==> config.mk <==
export PLATFORM = sky130hd
export DESIGN_NAME = jpeg_stream_reader
export DESIGN_NICKNAME = d
export VERILOG_FILES = /design/src/rtl/jpeg_stream_pkg.sv /design/src/rtl/jpeg_tile_addr_gen.sv /design/src/rtl/jpeg_stream_reader.sv
export SDC_FILE = /design/constraint.sdc
export NUM_CORES = 1
export LEC_CHECK = 0
export BUFFER_PORTS_ARGS = -buffer_cell sky130_fd_sc_hd__buf_2
export CAP_MARGIN = 20
export CORE_ASPECT_RATIO = 0.75
export CORE_MARGIN = 2
export CORE_UTILIZATION = 25
export CTS_CLUSTER_DIAMETER = 60
export DETAILED_ROUTE_END_ITERATION = 6
export GPL_ROUTABILITY_DRIVEN = 1
export HOLD_SLACK_MARGIN = 0.02
export PLACE_DENSITY = 0.38
export SYNTH_ARGS = -nofsm -noshare
export SYNTH_HDL_FRONTEND = slang
export SYNTH_SLANG_ARGS = --single-unit
export TNS_END_PERCENT = 1
==> constraint.sdc <==
create_clock -name clk -period 2.9 [get_ports clk]
set_clock_uncertainty 0.1 [all_clocks]
set_input_delay 0.145 -clock clk [delete_from_list [all_inputs] [get_ports clk]]
set_output_delay 0.145 -clock clk [all_outputs]
set_load 0.02 [all_outputs]
==> src/rtl/jpeg_stream_pkg.sv <==
// jpeg_stream_reader shared definitions.
// FSM states, EOI marker, tile size and parameter legality check.
package jpeg_stream_pkg;

  typedef enum logic [1:0] {
    S_IDLE,
    S_HDR,
    S_JED,
    S_DRAIN
  } state_t;

  localparam logic [15:0] EOI_MARK = 16'hFFD9;
  localparam int TILE = 8;

  function automatic bit params_ok(
    input int hdr_size,
    input int hdr_aw,
    input int je_aw,
    input int img_w,
    input int img_h,
    input int bpp,
    input int rd_lat,
    input int buf_depth
  );
    longint hdr_span;
    longint je_span;
    longint img_bytes;
    hdr_span = longint'(1) << hdr_aw;
    je_span = longint'(1) << je_aw;
    img_bytes = longint'(img_w) * longint'(img_h) * longint'(bpp);
    return (rd_lat == 1 || rd_lat == 2) &&
           (buf_depth >= rd_lat + 2) &&
           (hdr_size >= 1) && (img_w >= 1) &&
           (img_h >= 1) && (bpp >= 1) &&
           (longint'(hdr_size) <= hdr_span) &&
           (img_bytes <= je_span);
  endfunction

endpackage

==> src/rtl/jpeg_tile_addr_gen.sv <==
// Payload address counter, 8x8-tiled or linear order.
// Address is registered; advance consumes it, addr_last marks the final one.
module jpeg_tile_addr_gen
  import jpeg_stream_pkg::*;
#(
  parameter int IMG_W = 320,
  parameter int IMG_H = 200,
  parameter int BPP   = 2,
  parameter int TILED = 1,
  parameter int JE_AW = 17
) (
  input  logic             clk,
  input  logic             reset,
  input  logic             clear,
  input  logic             advance,
  output logic             addr_valid,
  output logic [JE_AW-1:0] addr,
  output logic             addr_last
);

  localparam int TW = (TILED != 0) ? TILE : IMG_W;
  localparam int TH = (TILED != 0) ? TILE : IMG_H;
  localparam int CW = $clog2(IMG_W + TW + 1);
  localparam int RW = $clog2(IMG_H + TH + 1);
  localparam int BW = (BPP > 1) ? $clog2(BPP) : 1;

  logic [CW-1:0]    col, tx0, tx_nxt;
  logic [RW-1:0]    row, ty0, ty_nxt;
  logic [BW-1:0]    b;
  logic             live, load;
  logic             b_end, col_end, row_end;
  logic             tx_end, ty_end, all_end;
  logic [JE_AW-1:0] addr_c;

  // loop-end detection and address arithmetic for the current position
  always_comb begin
    tx_nxt  = tx0 + CW'(TW);
    ty_nxt  = ty0 + RW'(TH);
    b_end   = (b == BW'(BPP - 1));
    col_end = (col == CW'(IMG_W - 1)) ||
              (col == tx_nxt - CW'(1));
    row_end = (row == RW'(IMG_H - 1)) ||
              (row == ty_nxt - RW'(1));
    tx_end  = (tx_nxt >= CW'(IMG_W));
    ty_end  = (ty_nxt >= RW'(IMG_H));
    all_end = b_end && col_end && row_end &&
              tx_end && ty_end;
    addr_c  = (JE_AW'(row) * JE_AW'(IMG_W) +
               JE_AW'(col)) * JE_AW'(BPP) +
              JE_AW'(b);
    load    = live && (!addr_valid || advance);
  end

  // step the nested loops and register the product one cycle ahead of use
  always_ff @(posedge clk) begin
    if (reset) begin
      b          <= '0;
      col        <= '0;
      row        <= '0;
      tx0        <= '0;
      ty0        <= '0;
      live       <= 1'b0;
      addr_valid <= 1'b0;
      addr       <= '0;
      addr_last  <= 1'b0;
    end else if (clear) begin
      b          <= '0;
      col        <= '0;
      row        <= '0;
      tx0        <= '0;
      ty0        <= '0;
      live       <= 1'b1;
      addr_valid <= 1'b0;
      addr_last  <= 1'b0;
    end else if (load) begin
      addr       <= addr_c;
      addr_last  <= all_end;
      addr_valid <= 1'b1;
      if (all_end) live <= 1'b0;
      if (!b_end) begin
        b <= b + BW'(1);
      end else begin
        b <= '0;
        if (!col_end) begin
          col <= col + CW'(1);
        end else if (!row_end) begin
          col <= tx0;
          row <= row + RW'(1);
        end else if (!tx_end) begin
          tx0 <= tx_nxt;
          col <= tx_nxt;
          row <= ty0;
        end else begin
          tx0 <= '0;
          col <= '0;
          ty0 <= ty_nxt;
          row <= ty_nxt;
        end
      end
    end else if (advance) begin
      addr_valid <= 1'b0;
    end
  end

endmodule

==> src/rtl/jpeg_stream_reader.sv <==
// Header ROM + entropy payload to valid/ready byte stream.
// Optional STREAM_LEN_EN adds the stream_len byte-count output.
module jpeg_stream_reader
  import jpeg_stream_pkg::*;
#(
  parameter int HDR_SIZE  = 607,
  parameter int HDR_AW    = 10,
  parameter int JE_AW     = 17,
  parameter int IMG_W     = 320,
  parameter int IMG_H     = 200,
  parameter int BPP       = 2,
  parameter int TILED     = 1,
  parameter int RD_LAT    = 1,
  parameter int BUF_DEPTH = 4
) (
  input  logic              clk,
  input  logic              reset,
  input  logic              start,
  output logic              busy,
  output logic              done,
  output logic              err_overrun,
  output logic [HDR_AW-1:0] hd_addr,
  input  logic [7:0]        hd_data,
  output logic [JE_AW-1:0]  je_addr,
  input  logic [7:0]        je_data,
  output logic [7:0]        out_data,
  output logic              out_valid,
  input  logic              out_ready,
  output logic              out_last
`ifdef STREAM_LEN_EN
  ,
  output logic [HDR_AW+JE_AW-1:0] stream_len
`endif
);

  localparam bit PARAMS_OK = params_ok(HDR_SIZE,
    HDR_AW, JE_AW, IMG_W, IMG_H, BPP, RD_LAT,
    BUF_DEPTH);

  if (!PARAMS_OK) begin : g_bad_params
    $error("jpeg_stream_reader: illegal parameters");
  end

  localparam int PW   = $clog2(BUF_DEPTH);
  localparam int CNTW = $clog2(BUF_DEPTH + 1);
  localparam int FW   = $clog2(2 * BUF_DEPTH + 1);

  state_t              state, state_nxt;
  logic [RD_LAT-1:0]   pv, ph, pl;
  logic [7:0]          mem_d [BUF_DEPTH];
  logic [BUF_DEPTH-1:0] mem_l;
  logic [PW-1:0]       rp, wp;
  logic [CNTW-1:0]     cnt;
  logic [FW-1:0]       inflight;
  logic [15:0]         sr;
  logic                ended;
  logic                ga_valid, ga_last;
  logic                accept, can_issue;
  logic                hd_issue, je_issue;
  logic                ret_v, ret_h, ret_l;
  logic [7:0]          ret_d;
  logic                push, pop, eoi_now, push_last;

  jpeg_tile_addr_gen #(
    .IMG_W (IMG_W),
    .IMG_H (IMG_H),
    .BPP   (BPP),
    .TILED (TILED),
    .JE_AW (JE_AW)
  ) u_addr (
    .clk        (clk),
    .reset      (reset),
    .clear      (accept),
    .advance    (je_issue),
    .addr_valid (ga_valid),
    .addr       (je_addr),
    .addr_last  (ga_last)
  );

  // issue gating, return decode, EOI match and buffer head
  always_comb begin
    inflight = '0;
    for (int i = 0; i < RD_LAT; i++)
      inflight = inflight + FW'(pv[i]);
    ret_v     = pv[RD_LAT-1];
    ret_h     = ph[RD_LAT-1];
    ret_l     = pl[RD_LAT-1];
    ret_d     = ret_h ? hd_data : je_data;
    push      = ret_v && !ended;
    eoi_now   = push && !ret_h &&
                ({sr[7:0], je_data} == EOI_MARK);
    push_last = eoi_now || (push && !ret_h && ret_l);
    can_issue = (FW'(cnt) + inflight) <
                FW'(BUF_DEPTH);
    accept    = (state == S_IDLE) && start;
    hd_issue  = (state == S_HDR) && can_issue;
    je_issue  = (state == S_JED) && can_issue &&
                ga_valid && !eoi_now && !ended;
    out_valid = (cnt != '0);
    out_data  = out_valid ? mem_d[rp] : 8'h00;
    out_last  = out_valid && mem_l[rp];
    pop       = out_valid && out_ready;
    busy      = (state != S_IDLE);
  end

  // state register
  always_ff @(posedge clk) begin
    if (reset) state <= S_IDLE;
    else       state <= state_nxt;
  end

  // next state and done pulse
  always_comb begin
    state_nxt = state;
    done      = 1'b0;
    unique case (state)
      S_IDLE:
        if (start) state_nxt = S_HDR;
      S_HDR:
        if (hd_issue &&
            hd_addr == HDR_AW'(HDR_SIZE - 1))
          state_nxt = S_JED;
      S_JED:
        if (push_last || (je_issue && ga_last))
          state_nxt = S_DRAIN;
      S_DRAIN:
        if (pop && out_last) begin
          state_nxt = S_IDLE;
          done      = 1'b1;
        end
      default: state_nxt = S_IDLE;
    endcase
  end

  // read pipeline, buffer pointers, EOI history and overrun flag
  always_ff @(posedge clk) begin
    if (reset) begin
      pv          <= '0;
      ph          <= '0;
      pl          <= '0;
      rp          <= '0;
      wp          <= '0;
      cnt         <= '0;
      sr          <= '0;
      ended       <= 1'b0;
      hd_addr     <= '0;
      err_overrun <= 1'b0;
    end else begin
      for (int i = RD_LAT - 1; i > 0; i--) begin
        pv[i] <= pv[i-1];
        ph[i] <= ph[i-1];
        pl[i] <= pl[i-1];
      end
      pv[0] <= hd_issue || je_issue;
      ph[0] <= hd_issue;
      pl[0] <= je_issue && ga_last;
      if (push)
        wp <= (wp == PW'(BUF_DEPTH - 1)) ?
              '0 : wp + PW'(1);
      if (pop)
        rp <= (rp == PW'(BUF_DEPTH - 1)) ?
              '0 : rp + PW'(1);
      cnt <= cnt + CNTW'(push) - CNTW'(pop);
      if (push && !ret_h) sr <= {sr[7:0], je_data};
      if (push_last) ended <= 1'b1;
      if (push_last && !eoi_now) err_overrun <= 1'b1;
      if (hd_issue &&
          hd_addr != HDR_AW'(HDR_SIZE - 1))
        hd_addr <= hd_addr + HDR_AW'(1);
      if (accept) begin
        pv          <= '0;
        hd_addr     <= '0;
        sr          <= '0;
        ended       <= 1'b0;
        err_overrun <= 1'b0;
      end
    end
  end

  // buffer storage
  always_ff @(posedge clk) begin
    if (push) begin
      mem_d[wp] <= ret_d;
      mem_l[wp] <= push_last;
    end
  end

`ifdef STREAM_LEN_EN
  logic [HDR_AW+JE_AW-1:0] acc_cnt;

  // count accepted bytes and latch the total on done
  always_ff @(posedge clk) begin
    if (reset) begin
      acc_cnt    <= '0;
      stream_len <= '0;
    end else begin
      if (accept)   acc_cnt <= '0;
      else if (pop) acc_cnt <= acc_cnt + 1'b1;
      if (done)     stream_len <= acc_cnt + 1'b1;
    end
  end
`endif

endmodule

==> impl_metrics.toml <==
[power]
swShare_pct = 30.7
vdd_ir_drop_max_v = 0.000384
p_sw_mw = 1.66
fin_total_pwr_mw = 5.42
clkPwrFrac_pct = 39.5
pwr-share-comb_pct = 23.3
pwr_density_cell_nw_per_um2 = 603
leakage_nw = 3.41
p_seq_share_pct = 37.2
p_int_mw = 3.76

[worst_setup_path]
arrival_ns = 3.08
worstReg2RegEnd = "u_addr.row[0]"
end_kind = "flop"
r2r-start = "u_addr.tx0[3]"
critPathMaxFanout = 11
crit_slowest_cell = "or4_4"
cp_num_buf_inv = 1
cpPeakStageDelay_ns = 0.42
critPathLaunchType = "flop"
critPathKind = "flop to flop"
crit_family = "simple AND/OR/NAND/NOR gates"
crit_path_cell_trace = "ha_2 -> or4_4 -> mux2_4 -> mux2i_4 -> o2111ai_4 -> nor3_4 -> o21ai_4 -> buf_8 -> or3_1 -> a21oi_1"
reg2reg_depth = 10
r2r_slack_ns = 0.06
cp.required_ns = 3.14

[floorplanning]
rows = 52
ios = 60
start_util_pct = 25.3
fp.dieH_um = 147
core_um2 = 26900
dieArea_um2 = 28600
die_w_um = 195

[final_layout]
syn_to_final_growth_pct = 32.0
antennaDiodeCount = 0
finalNonFillerCells = 1217
layout.cell_area.non_filler_um2 = 8980
final_nets = 915
drive_gt1_share_pct = 25.8

[routing]
viasPerCell = 4.78
drtPass1Iterations = 5
routedWlPerCell_um = 16.6
drt_iter0_drc = 418
drt_wl_total_mm = 20.2
drcViolationCount = 0
num_vias = 5818
ant_nets = 0

[run_status]
status = "finished, final reports clean"

[synthesis]
ys.flop_type = "dfxtp_1"
seq_area_frac_synth_pct = 41.2
synth_area_per_cell_um2 = 9.35
netlist.area_leader.share_pct = 25.3
yosys-top-cells-area = "dfxtp_1 25%, edfxtp_1 16%, ha_1 7.0%, nor2_1 3.9%, a21oi_1 3.5%"
synth_cell_type_count = 71
synth-edff-count = 36
postSynthCellCount = 728
syn_nets = 789
yosysTopAreaCell = "dfxtp_1"
yosys_warnings = 0
async_flop_share_pct = 0
syn_area_um2 = 6810
ys_seq_elements = 122

[sta]
clock.fmax_ghz = 0.353
worst_pin_slew_ns = 0.755
relSlewSlack_pct = 49.7
finalSetupTns_ns = 0
slew_violations = 0
post-route-min-period_ns = 2.84
rsz0062_at_grt = "true"
fin_crit_sh_pct = 97.8
finalHoldViolCount = 0
setup_violations = 0

[placement]
place_area_um2 = 7920
dp_cells = 1163
dpl.hpwl_mm = 14.8
place_congestion = 0.848
io_buffers = 59

[min_path]
holdPathEnd = "pv"
hold-path-cell-count = 2
hp-start = "u_addr.addr_valid"
hold_path.class = "flop to flop"

[global_route]
grt_pass1_wl_mm = 31.6
grt_pass1_vias = 5539
antenna_found_initial = 0
grt_max_degree = 24
grt_usage_pct = 14.3
grt_overflow = 0

[clock_network]
cts_root_buffer = "clkbuf_16"
cts_buffers = 17
clock_path_buffers = 2
htreeDepth = 4
tritoncts = "built"
cts_sinks = 122
clkTransAtPathRegs_ns = 0.06
clock_latency_ns = 0.43

[job]
drv_cap = 0
-- routing by layer --
layer  track usage (%)  part of all wire (%)
met5                 0                     0
met4              3.96                  0.85
met3              3.56                   4.4
met2              19.7                    40
met1              21.9                    54
-- tightest hold or removal path, delay by kind of cell (launching register included) --
family | cells | cell delay (ns)
compound gates | 1 | 0.05
flops | 1 | 0.31
simple gates | 1 | 0.06
-- cells by family after synthesis --
| kind of cell | after synthesis | synth area share, % |
|---|---|---|
| flops | 122 | 41.2 |
| mux | 35 | 6.97 |
| buf+inv | 74 | 4.34 |
| simple gates | 258 | 19.3 |
| fa+ha+maj | 41 | 7.87 |
| xor+xnor | 44 | 5.66 |
| compound gates | 154 | 14.7 |
-- cell usage in the layout (no fill, tap or decap), types with 5 or more instances in the layout --
cell type | Yosys | layout
or3_1 | 8 | 8
dfxtp_1 | 86 | 83
buf_2 | 8 | 59
nand2_1 | 58 | 58
nor2_1 | 70 | 69
a21oi_1 | 48 | 46
nor2b_1 | 6 | 6
mux2i_1 | 17 | 16
xnor2_1 | 24 | 22
o21ai_1 | 4 | 6
or4_1 | 9 | 6
o211ai_1 | 6 | 6
mux2_2 | 9 | 8
xor2_1 | 20 | 17
nand3_1 | 23 | 22
a31oi_1 | 9 | 9
nand4_1 | 9 | 9
dlygate4sd3_1 | 0 | 19
clkbuf_16 | 0 | 17
inv_1 | 29 | 28
and3_1 | 12 | 11
nand2b_1 | 6 | 5
a21o_1 | 6 | 6
nor3_1 | 18 | 17
o21ai_0 | 32 | 30
ha_1 | 38 | 33
edfxtp_1 | 36 | 36
a211oi_1 | 9 | 8
o221a_1 | 5 | 5
clkbuf_8 | 0 | 5
mux4_2 | 9 | 9
buf_4 | 0 | 67
and2_1 | 17 | 17
-- state kept, by name (all words and copies together) (netlist names), 2 cells and up, named ones only --
register,flops
mem_d,32
u_addr.addr,17
hd_addr,10
u_addr.col,9
u_addr.tx0,9
sr,8
u_addr.row,8
u_addr.ty0,5
mem_l,4
cnt,3
rp,2
state,2
wp,2
-- synth_stat cells (all sizes together) (7+ instances only) --
cell    number
a211oi       9
a21oi       48
a31oi        9
and2        17
and3        12
buf          9
clkbuf      35
dfxtp       86
edfxtp      36
ha          38
inv         30
mux2         9
mux2i       17
mux4         9
nand2       58
nand3       23
nand4        9
nor2        70
nor3        19
o211ai       7
o21ai       37
or3          8
or4          9
xnor2       24
xor2        20
-- through the flow --
stage	utilization [%]	hold slack (ns)	setup WS, ns
2_1_floorplan	-	0.181	0.00115
3_3_place_gp	29.5	0.325	-0.0289
3_5_place_dp	29.5	0.333	-0.0834
4_1_cts	32.5	0.361	-0.0173
5_1_grt	33.4	0.382	-0.0397
6_report	33.4	0.361	0.0633
-- how the worst max path moves through the flow --
stage	start	end	slack (ns)	cells after the start
after global routing	u_addr.tx0[3]	u_addr.row[0]	-0.04	10
after CTS	u_addr.tx0[3]	u_addr.ty0[5]	-0.02	9
after floorplan	u_addr.ty0[3]	u_addr.col[6]	0.001	12
after detailed placement	u_addr.tx0[4]	u_addr.row[0]	-0.08	10
final	u_addr.tx0[3]	u_addr.row[0]	0.06	10
after global placement	u_addr.tx0[4]	u_addr.col[7]	-0.03	10
-- final cells by class --
cell class / count / area (um^2)
timing repair buffer: 151 / 1090
fill: 2715 / 17900
tap: 351 / 439
inverter: 30 / 113
multi-input combinational: 532 / 3940
clock inverter: 7 / 90.1
clock buffer: 24 / 502
sequential: 122 / 2810
-- power by group through the flow --
stage | sequential [mW] | combinational (mW) | clock (mW)
final | 2.01 | 1.26 | 2.14
after global routing | 2.04 | 1.38 | 2.28
after CTS | 2.02 | 1.27 | 2.20
after detailed placement | 2.05 | 1.25 | 0
after global placement | 2.04 | 1.24 | 0
after floorplan | 2.04 | 0.780 | 0
-- timing repair --
| action | CTS | global route |
|---|---|---|
| hold buffers | 19 | 0 |
| endpoints found under the setup margin | 11 | 30 |
| pin swaps | 4 | 13 |
| endpoints found under the hold margin | 50 | 0 |
| gates resized for setup | 6 | 44 |
| buffers inserted | 1 | 3 |
(Power assumes the default switching activity.)
